**src/rtl/serial_cmp_ctrl.sv**
```systemverilog
// serial_cmp_ctrl: sequences a shared 1-bit comparator over two WIDTH-bit
// operands, MSB first, one bit per clock, and reports a gt/eq/lt result.
// A comparator response that is not one-hot aborts the compare.
// That abort also sets a sticky error flag, which only reset clears.
module serial_cmp_ctrl #(
  parameter int WIDTH      = 8,
  parameter bit EARLY_EXIT = 1'b1
) (
  input  logic             clk,
  input  logic             rst,
  input  logic             start,
  input  logic [WIDTH-1:0] a_in,
  input  logic [WIDTH-1:0] b_in,
  output logic             cmp_a,
  output logic             cmp_b,
  input  logic             cmp_gt,
  input  logic             cmp_eq,
  input  logic             cmp_lt,
  output logic             busy,
  output logic             done,
  output logic             gt,
  output logic             eq,
  output logic             lt,
  output logic             err
);

  localparam int IW = $clog2(WIDTH);

  typedef enum logic [1:0] {
    IDLE = 2'd0,
    RUN  = 2'd1,
    DONE = 2'd2
  } state_t;

  state_t           state;
  logic [WIDTH-1:0] a_reg;
  logic [WIDTH-1:0] b_reg;
  logic [IW-1:0]    idx;
  logic             dec_gt;
  logic             dec_lt;

  logic [1:0]       resp_cnt;
  logic             run_abort;
  logic             run_early;
  logic             run_end;
  logic             decided;
  logic             res_gt;
  logic             res_lt;
  logic             res_eq;
  logic [IW-1:0]    idx_nxt;

  // Decode the comparator response for the bit currently on cmp_a/cmp_b.
  always_comb begin
    // NOTE: every always_comb output gets a default first so no path can infer a latch.
    resp_cnt  = '0;
    run_abort = 1'b0;
    run_early = 1'b0;
    run_end   = 1'b0;
    decided   = 1'b0;
    res_gt    = 1'b0;
    res_lt    = 1'b0;
    res_eq    = 1'b0;
    idx_nxt   = idx - IW'(1);

    resp_cnt  = {1'b0, cmp_gt} + {1'b0, cmp_eq} + {1'b0, cmp_lt};
    run_abort = (resp_cnt != 2'd1);
    run_early = EARLY_EXIT && (cmp_gt || cmp_lt);
    run_end   = run_abort || run_early || (idx == '0);
    decided   = dec_gt || dec_lt;

    // An earlier differing bit wins. Otherwise the current bit decides,
    // and with no difference at all the result is equal.
    if (run_abort) begin
      res_gt = 1'b0;
      res_lt = 1'b0;
      res_eq = 1'b0;
    end else begin
      res_gt = decided ? dec_gt : cmp_gt;
      res_lt = decided ? dec_lt : cmp_lt;
      res_eq = !(res_gt || res_lt);
    end
  end

  // Control FSM with registered outputs; operands and results live here too.
  always_ff @(posedge clk or posedge rst) begin
    if (rst) begin
      // NOTE: the operand registers are reset as well, so a
      // post-reset state never exposes stale operand data.
      state  <= IDLE;
      a_reg  <= '0;
      b_reg  <= '0;
      idx    <= '0;
      dec_gt <= 1'b0;
      dec_lt <= 1'b0;
      cmp_a  <= 1'b0;
      cmp_b  <= 1'b0;
      busy   <= 1'b0;
      done   <= 1'b0;
      gt     <= 1'b0;
      eq     <= 1'b0;
      lt     <= 1'b0;
      err    <= 1'b0;
    end else begin
      // NOTE: non-blocking assignments only: every register in this block
      // updates from pre-edge values, whatever the statement order.
      case (state)
        IDLE, DONE: begin
          done <= 1'b0;
          if (start) begin
            a_reg  <= a_in;
            b_reg  <= b_in;
            idx    <= IW'(WIDTH - 1);
            dec_gt <= 1'b0;
            dec_lt <= 1'b0;
            cmp_a  <= a_in[WIDTH-1];
            cmp_b  <= b_in[WIDTH-1];
            gt     <= 1'b0;
            eq     <= 1'b0;
            lt     <= 1'b0;
            busy   <= 1'b1;
            state  <= RUN;
          end else begin
            state  <= IDLE;
          end
        end

        RUN: begin
          if (run_end) begin
            gt    <= res_gt;
            eq    <= res_eq;
            lt    <= res_lt;
            err   <= err || run_abort;
            cmp_a <= 1'b0;
            cmp_b <= 1'b0;
            busy  <= 1'b0;
            done  <= 1'b1;
            state <= DONE;
          end else begin
            // Only the first differing bit may set the decision.
            if (!decided) begin
              dec_gt <= cmp_gt;
              dec_lt <= cmp_lt;
            end
            idx   <= idx_nxt;
            cmp_a <= a_reg[idx_nxt];
            cmp_b <= b_reg[idx_nxt];
          end
        end

        default: begin
          cmp_a <= 1'b0;
          cmp_b <= 1'b0;
          busy  <= 1'b0;
          done  <= 1'b0;
          state <= IDLE;
        end
      endcase
    end
  end

endmodule

```
**config.mk**
```make
export PLATFORM = sky130hd
export DESIGN_NAME = serial_cmp_ctrl
export DESIGN_NICKNAME = d
export VERILOG_FILES = /design/src/rtl/serial_cmp_ctrl.sv
export SDC_FILE = /design/constraint.sdc
export NUM_CORES = 1
export LEC_CHECK = 0
export CAP_MARGIN = 5
export CORE_UTILIZATION = 35
export CTS_CLUSTER_DIAMETER = 200
export DETAILED_ROUTE_END_ITERATION = 8
export GPL_TIMING_DRIVEN = 0
export PLACE_DENSITY = 0.68
export SLEW_MARGIN = 10
export SYNTH_ARGS = -nofsm -noshare
export SYNTH_HDL_FRONTEND = slang
export SYNTH_SLANG_ARGS = --single-unit
```
**constraint.sdc**
```tcl
create_clock -name clk -period 2.54 [get_ports clk]
set_input_delay 0.508 -clock clk [delete_from_list [all_inputs] [get_ports clk]]
set_output_delay 0.508 -clock clk [all_outputs]
set_load 0.01 [all_outputs]
```
-- After elaboration in Yosys (flattened, before gate mapping)
Index checks and enable logic that the tools add are counted.
W data, S select, Z words.
- muxes and demuxes: 37
- multiply operators: 0
- reductions and logical operators: 16
- shifts and indexed selects: 0
- bitwise gates (word level): 0
- equal/unequal tests: 6
- div/mod/pow operators: 0
- $add $sub $neg: 3
- magnitude comparators: 1
- operators with widths (cell ; count):
    $mux W1 ; 22
    $pmux W1 S2 ; 8
    $bmux W1 S3 ; 2
    $logic_or A1 B1 Y1 ; 6
    $mux W3 ; 2
    $ne A2 B2 Y1 const B ; 3
    $pmux W3 S2 ; 1
    $reduce_and A2 Y1 ; 3
    $reduce_and A3 Y1 ; 2
    $lt A3 B4 Y1 const B ; 1
    $pmux W2 S2 ; 1
    $logic_not A3 Y1 ; 1
    $sub A3 B1 Y3 const B ; 1
    $add A1 B1 Y2 ; 1
    $add A2 B1 Y2 ; 1
    $eq A2 B1 Y1 const B ; 1
    $eq A2 B2 Y1 const B ; 1
    $logic_not A2 Y1 ; 1
    $mux W2 ; 1
    $ne A2 B1 Y1 const B ; 1
    $reduce_bool A2 Y1 ; 1
    $reduce_or A2 Y1 ; 1
    $logic_not A1 Y1 ; 1
- RAM bits: 0
- output and inout port bits: 8
- memories kept: 0
- bits in registers: 31
- ROM bits: 0
- bits in latches: 0
- bits of input ports: 22

-- Logic depth before layout (Yosys ltp)
- word-level depth: 7
- mapped depth: 6

-- Least setup slack after synthesis
No wires, ideal clock.
- path type: input to register
- start: input cmp_gt
- end: register idx[2]
- library setup time: 0.119 ns
- stages: 6
- setup slack: 0.514 ns
- arrival: 1.907 ns
- required time: 2.421 ns
- path through: inv_1 > fa_1 > nand3b_1 > o31ai_2 > nand4_1 > o21a_1
- word-level cells in the longest chain between the ends: 7
- RTL lines (what ; line ; source):
    start: declaration ; 16 ; input logic cmp_gt,
    $add A1 B1 Y2 ; 65 ; resp_cnt = {1'b0, cmp_gt} + {1'b0, cmp_eq} + {1'b0, cmp_lt};
    $add A2 B1 Y2 ; 65 ;
    $ne A2 B1 Y1 ; 66 ; run_abort = (resp_cnt != 2'd1);
    $logic_or A1 B1 Y1 (*) (2 in a row) ; 68 ; run_end = run_abort || run_early || (idx == '0);
    $ne A2 B2 Y1 (no line) (*) ; n/a ;
    $reduce_and A3 Y1 (no line) (*) ; n/a ;
    end signal: assignment ; 112 ; idx <= IW'(WIDTH - 1);
    end signal: assignment ; 144 ; idx <= idx_nxt;
    end: declaration ; 38 ; logic [IW-1:0] idx;
Mark *: on every way between the ends. The rest lies on a longest branch, timed or not.
A chain may end at the register's enable or synchronous reset.

-- Worst setup path after layout
Same ends and word-level chain as after synthesis.

==> metrics.txt <==
clock root buffer clkbuf_8; RR Endpoint cmp_a$_DFFE_PP0P_; Port Buffer Count 29; gp weighted congestion 0.7620; # DRC 0; hpwl dp 2091 um; share of the synthesized area in the top cell type 51.86%; share of post-route cells with drive strength above 1 between 15 and 20%; vias per cell 4.845; EDFF count, synth 0; Top Ports 30; WL final 2648 um; drt initial violations 26; Relative slew margins 31.55%; Tmin final 2372 ps; Area Overhead vs Synth 31.03%; worst vdd ir 0.0003151 V; final setup vio count 0; Slew @ Worst Pin 1020 ps; Req. time, crit path 2700 ps; final slew viol count 0; Post-Syn Instances roughly 120; vias in the first global route 1031; reg2reg setup slack 340 ps; Netlist Area Pre-Place 1448 um2; CTS H-tree lvls 2; Overflow after GRT 0; top_reg_cell synth dfrtp_1; Synth Register Bits 30; Setup Fix Bufs, Post-CTS 0; depth of the most critical reg-to-reg path 6; count of antenna-violating nets left after detailed routing 0; drt pass-1 iters 4; hold-fix buffer count after cts 0; WHS Path Cells 1; critical path arrival about 2500 ps; CP Max Fanout 8; final instance area 1897 um2; Cell variety after synth 28; Synth top cells by count dfrtp_1, mux2_2, inv_1, nor2_1; CTS tree done; fmax about 0.42 GHz; Hold Path Origin err$_DFFE_PP0P_; max-cap violation count 0; Crit Path Category in -> reg; mean routed wirelength per cell ~13 um; clk sinks 30; Die ar. 4397 um2; synth top area cells dfrtp_1, mux2_2, mux4_1; outcome finished clean; Worst Setup SP cmp_gt; Final Hold Fails 0; hold path endpoint err$_DFFE_PP0P_; area post-placement approximately 1800 um2; GR Util All Layers between 10% and 20%; CP Launch Type input pin; Power Dens Cells around 600 nW/um2; Worst-Skew Late Latency 270 ps; synth warn 0; largest net degree at the start of global routing 31; Hold Crit Class reg -> reg; CTS buffer count 5; synthesized area per cell 11.87 um2; Max Clock Skew 4.632 ps; Clock Path Buffers 2; fin nets 184; # rows 23; Vias 1003; Setup crit end kind flip-flop; fin crit share between 90% and 100%; core box area 3971 um2; initial core utilization 36.45%; RSZ-0062 raised after global routing no; first-pass GRT wire length 4491 um; LEAKAGE 0.8214 nW; diode count 0; Die Y 66.31 um; Crit Reg-Reg Startpoint idx[0]$_DFFE_PP0P_; Clock transition at path regs ~60 ps; initial antenna violation count 0; Yosys top cell by area dfrtp_1; count leader, synth dfrtp_1; Async SR Flop Fraction 100.0%; sequential area share after synthesis 51.86%; Final Util between 40% and 50%; Die W 66.31 um; syn_nets 148
==> cell usage in the layout, fill, tap and decap left out <==
cell             instances
clkbuf_1                 1
nor4_1                   1
o31ai_4                  1
nor2_1                  11
a21o_1                   1
nor3_2                   1
a21oi_1                  5
clkinv_1                 1
mux2i_1                  4
o21a_1                   2
mux2_2                  17
o21ai_0                  5
o21ai_1                  1
nand2_1                  3
dfrtp_1                 30
buf_2                    1
xor2_2                   1
mux4_1                   2
clkdlybuf4s50_1         29
nor2b_1                  3
inv_1                   10
ha_1                     3
nor3_1                   1
clkbuf_2                 1
fa_1                     1
nand2b_1                 3
o31ai_1                  6
nand3b_1                 2
a31oi_1                  1
clkbuf_8                 6
and3_1                   1
and2b_2                  1
nand4_1                  1
==> cells by family after synthesis <==
kind of cell / after synthesis / synth area share, %
AOI/OAI and AO/OA: 22 / 9.766
xor gates and xnor gates: 1 / 1.124
adders and majority gates: 4 / 3.976
buffers and inverters: 14 / 3.802
DFF: 30 / 51.86
muxes: 23 / 19.62
and+or+nand+nor: 28 / 9.854
==> how the worst max path moves through the flow <==
stage                                     to  slack (ps)  cells after the start
after global routing      idx[2]$_DFFE_PP0P_          20                      7
final                     idx[2]$_DFFE_PP0P_         170                      7
after detailed placement  idx[2]$_DFFE_PP0P_        -230                      7
after floorplan           idx[2]$_DFFE_PP0P_         510                      6
after CTS                 idx[2]$_DFFE_PP0P_          60                      7
after global placement    idx[2]$_DFFE_PP0P_        -150                      7
==> metal layers <==
metal | share of wire (%) | vias to the layer above | GRT usage (%)
li1 | - | 493 | -
met4 | 1.0 | 0 | 3.989
met5 | 0 | - | 0
met1 | 42 | 484 | 17.11
met2 | 52 | 21 | 23.09
met3 | 5.3 | 5 | 5.172
==> what timing repair did <==
action | in CTS | in global routing
setup endpoints to repair | 0 | 8
endpoints found under the hold margin | 0 | 0
gates resized for setup | 0 | 3
==> where the power goes <==
group	internal (mW)	total (mW)	switching, mW
clock	0.208	0.363	0.155
sequential	0.537	0.571	0.0338
combinational	0.123	0.211	0.0885
==> through the flow <==
step	TNS [ps]	cells	power (mW)	hold WS (ps)	worst slack [ps]
global route	0	207	1.209	481.8	21.41
floorplan	0	122	0.7022	444.4	514.2
global placement	-813.9	201	0.7800	453.4	-154.3
finish	0	207	1.145	457.9	168.0
detailed placement	-1472	201	0.7923	451.3	-226.2
CTS	0	207	1.164	465.0	60.99
==> critical path: stages <==
cell and delay, ps:
clkdlybuf4s50_1 480, inv_1 90, fa_1 480, nand3b_1 270, o31ai_4 440, nand4_1 140, o21a_1 120
==> area by class of cell <==
| class | count | area [um2] |
|---|---|---|
| clock buffer | 6 | 82.58 |
| timing repair buffer | 29 | 290.3 |
| fill | 375 | 2074 |
| inverter | 11 | 41.29 |
| sequential | 30 | 750.7 |
| buffer | 3 | 13.76 |
| multi-input combinational | 78 | 655.6 |
| tap | 50 | 62.56 |
No activity file was read; power rests on OpenSTA's default activity.
